$ cat src/rtl/sha3_lane_serializer.sv
// Captures a 25-lane Keccak state on `sample` and streams it out one 64-bit lane per valid/ready handshake.
// Optional build macro SHA3_LANE_BYTESWAP_EN byte-reverses lane_data for big-endian consumers.

module sha3_lane_serializer_chk #(
  parameter logic [4:0] LAST_IDX = 5'd24
) (
  input logic        clk,
  input logic        rst_n,
  input logic        lane_valid,
  input logic        lane_ready,
  input logic        lane_last,
  input logic        busy,
  input logic [63:0] lane_data,
  input logic [4:0]  lane_idx
);

  a_stall_hold: assert property (@(posedge clk) disable iff (!rst_n)
    (lane_valid && !lane_ready) |=> (lane_valid && $stable(lane_data) && $stable(lane_idx)));

  a_last_flag: assert property (@(posedge clk) disable iff (!rst_n)
    lane_last == (lane_valid && (lane_idx == LAST_IDX)));

  a_busy_valid: assert property (@(posedge clk) disable iff (!rst_n)
    busy == lane_valid);

endmodule

module sha3_lane_serializer #(
  parameter int OUT_LANES = 25
) (
  input  logic        clk,
  input  logic        rst_n,
  input  logic [63:0] isa [0:4],
  input  logic [63:0] isb [0:4],
  input  logic [63:0] isc [0:4],
  input  logic [63:0] isd [0:4],
  input  logic [63:0] ise [0:4],
  input  logic        sample,
  output logic [63:0] lane_data,
  output logic [4:0]  lane_idx,
  output logic        lane_valid,
  input  logic        lane_ready,
  output logic        lane_last,
  output logic        busy,
  output logic        overrun
);

  localparam logic [4:0] LAST_IDX = 5'(OUT_LANES - 1);

  typedef enum logic [0:0] {
    IDLE = 1'b0,
    SEND = 1'b1
  } state_t;

  state_t      state_r;
  logic [63:0] lanes_r    [0:24];
  logic [63:0] in_lanes_s [0:24];
  logic        hs_s;
  logic        final_hs_s;
  logic        capture_s;
  logic [4:0]  nxt_idx_s;

  function automatic logic [63:0] lane_fmt(input logic [63:0] v);
    logic [63:0] r;
`ifdef SHA3_LANE_BYTESWAP_EN
    for (int b = 0; b < 8; b++) begin
      r[8*b +: 8] = v[56-8*b +: 8];
    end
`else
    r = v;
`endif
    return r;
  endfunction

  // Flatten the five input groups into lane order k = 5*g + e.
  always_comb begin
    for (int e = 0; e < 5; e++) begin
      in_lanes_s[e]      = isa[e];
      in_lanes_s[5 + e]  = isb[e];
      in_lanes_s[10 + e] = isc[e];
      in_lanes_s[15 + e] = isd[e];
      in_lanes_s[20 + e] = ise[e];
    end
  end

  // Handshake decode; a sample is taken in IDLE or on the final-lane handshake.
  always_comb begin
    hs_s       = lane_valid && lane_ready;
    final_hs_s = hs_s && (lane_idx == LAST_IDX);
    nxt_idx_s  = lane_idx + 5'd1;
    if (state_r == IDLE) begin
      capture_s = sample;
    end else begin
      capture_s = sample && final_hs_s;
    end
  end

  // Capture/stream FSM with registered lane outputs.
  always_ff @(posedge clk or negedge rst_n) begin
    if (!rst_n) begin
      state_r    <= IDLE;
      for (int k = 0; k < 25; k++) begin
        lanes_r[k] <= 64'd0;
      end
      lane_data  <= 64'd0;
      lane_idx   <= 5'd0;
      lane_valid <= 1'b0;
      lane_last  <= 1'b0;
      busy       <= 1'b0;
      overrun    <= 1'b0;
    end else begin
      if (sample && (state_r == SEND) && !final_hs_s) begin
        overrun <= 1'b1;
      end
      case (state_r)
        IDLE, SEND: begin
          if (capture_s) begin
            for (int k = 0; k < 25; k++) begin
              lanes_r[k] <= in_lanes_s[k];
            end
            state_r    <= SEND;
            lane_idx   <= 5'd0;
            lane_data  <= lane_fmt(in_lanes_s[0]);
            lane_valid <= 1'b1;
            lane_last  <= (LAST_IDX == 5'd0);
            busy       <= 1'b1;
          end else if (final_hs_s) begin
            state_r    <= IDLE;
            lane_idx   <= 5'd0;
            lane_data  <= 64'd0;
            lane_valid <= 1'b0;
            lane_last  <= 1'b0;
            busy       <= 1'b0;
          end else if (hs_s) begin
            lane_idx  <= nxt_idx_s;
            lane_data <= lane_fmt(lanes_r[nxt_idx_s]);
            lane_last <= (nxt_idx_s == LAST_IDX);
          end
        end
        default: begin
          state_r    <= IDLE;
          lane_valid <= 1'b0;
          lane_last  <= 1'b0;
          busy       <= 1'b0;
        end
      endcase
    end
  end

  sha3_lane_serializer_chk #(
    .LAST_IDX (LAST_IDX)
  ) u_chk (
    .clk        (clk),
    .rst_n      (rst_n),
    .lane_valid (lane_valid),
    .lane_ready (lane_ready),
    .lane_last  (lane_last),
    .busy       (busy),
    .lane_data  (lane_data),
    .lane_idx   (lane_idx)
  );

endmodule

$ cat config.mk
export PLATFORM = sky130hd
export DESIGN_NAME = sha3_lane_serializer
export DESIGN_NICKNAME = d
export VERILOG_FILES = /design/src/rtl/sha3_lane_serializer.sv
export SDC_FILE = /design/constraint.sdc
export NUM_CORES = 2
export LEC_CHECK = 0
export CAP_MARGIN = 20
export CORE_AREA = 4 4 647 649
export DETAILED_ROUTE_END_ITERATION = 6
export DIE_AREA = 0 0 651 653
export GPL_ROUTABILITY_DRIVEN = 0
export HOLD_SLACK_MARGIN = 0.03
export PLACE_DENSITY_LB_ADDON = 0.25
export SLEW_MARGIN = 20
export SYNTH_ARGS = -nofsm -noshare
export SYNTH_HDL_FRONTEND = slang
export SYNTH_HIERARCHICAL = 1
export SYNTH_SLANG_ARGS = --single-unit
$ cat constraint.sdc
create_clock -name clk -period 4.8 [get_ports clk]
set_clock_uncertainty 0.1 [all_clocks]
set_input_delay 0.96 -clock clk [delete_from_list [all_inputs] [get_ports clk]]
set_output_delay 0.96 -clock clk [all_outputs]
set_load 0.05 [all_outputs]
==> impl_metrics.csv <==
group,metric,value,unit
outcome,outcome,"completed",
critical_path,start_kind,"register",
route,drtPass1Iterations,5,
placed_design,port_buffers,1676,
clock_network,numCtsBuffers,216,
sta,finalHoldViolCount,0,
sta,rsz0062_at_grt,"false",
synthesis,ys.flop_type,"dfrtp_1",
sta,setup_viol,0,
global_route,overflow,0,
critical_path,cp_top_family,"buffers and inverters",
global_route,grt_pass1_vias,66800,
final_layout,multi_input_area,0.0313,mm2
synthesis,synthArstFlopShare,1.00,
floorplan,rows,236,
floorplan,die_w,651,um
route,totalWireLength,480000,um
critical_path,reg2reg_to,"lane_data[3]",
final_layout,layout_commonest_cell,"nand2_1",
critical_path,worstPathArrival,3.35,ns
critical_path,ff2ff_setup_slack,0.87,ns
synthesis,avgSynthCellArea,9.23,um2
clock_network,cts_setup_buffers,0,
floorplan,core-area,0.413,mm2
floorplan,die_y,653,um
final_layout,layout.area.seq,0.0418,mm2
global_route,grt_max_degree,164,
critical_path,crit_top_cell,"buf_12",
sta,worst_pin_slew,1.10,ns
final_layout,syn_to_final_growth,42.6,%
power_and_ir_drop,finalPower,53.4,mW
final_layout,nNetsFinal,11400,
final_layout,final_cell_area,0.107,mm2
final_layout,layout_common_cells,"nand2_1 (4975), dfrtp_1 (1671), clkdlybuf4s50_1 (1664)",
route,drtAntennaViolNets,0,
route,drtIter0Drc,6477,
clock_network,cts-root-buf,"clkbuf_16",
floorplan,io_pins,1677,
placed_design,place_area,0.0995,mm2
critical_path,worst_setup_path_end_kind,"primary output",
critical_path,path_buf_inv,3,
global_route,grt_antenna_before_repair,435,
route,wl_per_cell,30.8,um
critical_path,crit_fanout,44,
sta,timing.fmax,227,MHz
clock_network,cts_resized,0,
synthesis,synth_area,0.0754,mm2
sta,drv_slew,0,
critical_path,reg2regPathDepth,9,
sta,layout_min_cycle_time,4.41,ns
route,vias,66100,
placed_design,hpwl,385000,um
clock_network,clockBufferDepth,4,
clock_network,cts_num_sinks,1672,
worst_hold_path,min_delay_path_depth,2,
synthesis,synth_edf_count,0,
sta,maxSlewHeadroom,0.267,
critical_path,slowest_stage,"clkdlybuf4s50_1",
floorplan,initial_core_util,0.183,
worst_hold_path,hold_path.class,"register to register",
clock_network,cts_tree,"done",
worst_hold_path,hold_end,"lanes_r[446]",
critical_path,r2r-start,"lane_idx[0]",
critical_path,crit_chain,"buf_12, buf_12, clkdlybuf4s50_1",
synthesis,yosys_warnings,6,
synthesis,syn_nets,9773,
clock_network,cts.reportedPaths.clkPinSlew,0.06,ns
job,cap_violations,0,
global_route,grt_usage,0.219,
synthesis,syn-instance-count,8166,
final_layout,fill_cells,44500,
route,drc_errors,0,
sta,setup_tns,0,ns
sta,fin_crit_sh,0.919,
power_and_ir_drop,powerDensity,497,mW/mm2
critical_path,path_class,"register to primary output",
worst_hold_path,worstHoldStart,"lanes_r[446]",
floorplan,die_area,0.425,mm2
global_route,grt_pass1_wl,628000,um
synthesis,synth_seq_cells,1672,
power_and_ir_drop,ir_drop,0.449,mV
critical_path,worstPathRequired,3.74,ns
critical_path,slowest_delay,0.91,ns
final_layout,drive_gt1_frac,0.103,
clock_network,htreeDepth,4,
route,vias_per_cell,4.24,
power_and_ir_drop,p_leak,50.3,nW
clock_network,clk_latency,0.93,ns
synthesis,ys_types,46,
synthesis,ys_seq_area_frac,0.555,
## synth_stat cells (2+ instances only)
library cell,instances,share of area
nand3_1,15,0.0010
buf_2,285,0.019
buf_1,9,0.00045
xnor2_1,3,0.00035
mux4_2,384,0.11
o21ai_0,30,0.0020
a31oi_1,14,0.0012
a22oi_1,2,0.00020
nor2_1,170,0.0085
and3_1,12,0.0010
a21oi_1,65,0.0043
and3b_1,2,0.00023
o31ai_1,2,0.00020
nor3_1,26,0.0017
ha_1,3,0.00050
nand2b_1,2,0.00017
o22ai_1,64,0.0053
xor2_1,2,0.00023
o21ai_1,26,0.0017
buf_4,30,0.0030
nor3b_1,2,0.00020
nand2_1,4976,0.25
clkbuf_1,202,0.010
a222oi_1,26,0.0035
dfrtp_1,1672,0.56
a221o_1,26,0.0035
inv_1,4,0.00020
nor2b_1,2,0.00017
a211oi_1,26,0.0026
mux2i_1,65,0.0086
buf_6,4,0.00060
## worst max path at each step
stage | startpoint | to | slack, ns | cells after the start
after floorplan | lane_idx[0] | lane_data[0] | 1.41 | 13
after global placement | lane_idx[0] | lane_data[3] | 0.80 | 9
after detailed placement | lane_idx[0] | lane_data[41] | 0.81 | 9
after CTS | lane_idx[0] | lane_idx[0] | 0.19 | 3
after global routing | lane_idx[0] | lane_idx[0] | 0.20 | 3
final | lane_idx[0] | lane_idx[0] | 0.39 | 3
## worst min-delay path, cell delays in order, from the launching register on
cell and delay [ns]:
dfrtp_1 0.33, nand2_1 0.05, nand2_1 0.05
## cell families after synthesis
family,Yosys count,synth area share
buffers and inverters,534,0.0332
DFF,1672,0.555
AOI/OAI and AO/OA,289,0.0255
muxes,449,0.123
adders and majority gates,3,0.000498
and+or+nand+nor,5213,0.261
xor gates and xnor gates,6,0.000946
## repair_timing
action	in CTS	in global routing
hold buffers	1	0
hold endpoints to repair	58	0
setup endpoints to repair	0	0
## per-stage QoR
step                      utilization  cells  setup WS, ns  hold slack, ns
final                           0.261  15600         0.387           0.367
after global routing            0.260  15500         0.203           0.382
after CTS                       0.259  15400         0.191           0.349
after detailed placement        0.241  15000         0.812           0.357
after global placement          0.241  15000         0.802           0.352
after floorplan                     -   8166          1.41           0.337
## per-layer routing
layer	global-route usage	wire (um)
met1	0.262	189000
met3	0.0736	41100
met4	0.0789	18100
met5	0	1060
met2	0.365	231000
## cell type report
type / count / area share
timing repair buffer: 1905 / 0.182
antenna: 169 / 0.00394
multi-input combinational: 5960 / 0.291
clock buffer: 313 / 0.0589
inverter: 4 / 0.000140
sequential: 1672 / 0.389
tap: 5474 / 0.0637
clock inverter: 88 / 0.0108
## sequential cells by signal, summed over array words and instances (netlist names)
register and count:
lane_data 64, lane_idx 5, lane_last 1, lanes_r 1600, overrun 1, state_r 1
## power breakdown
part	total, mW	switching (mW)	internal, mW
logic	18.3	11.9	6.49
clock network	17.4	7.23	10.2
registers	17.7	1.54	16.1
No activity file was read; power rests on OpenSTA's default activity.
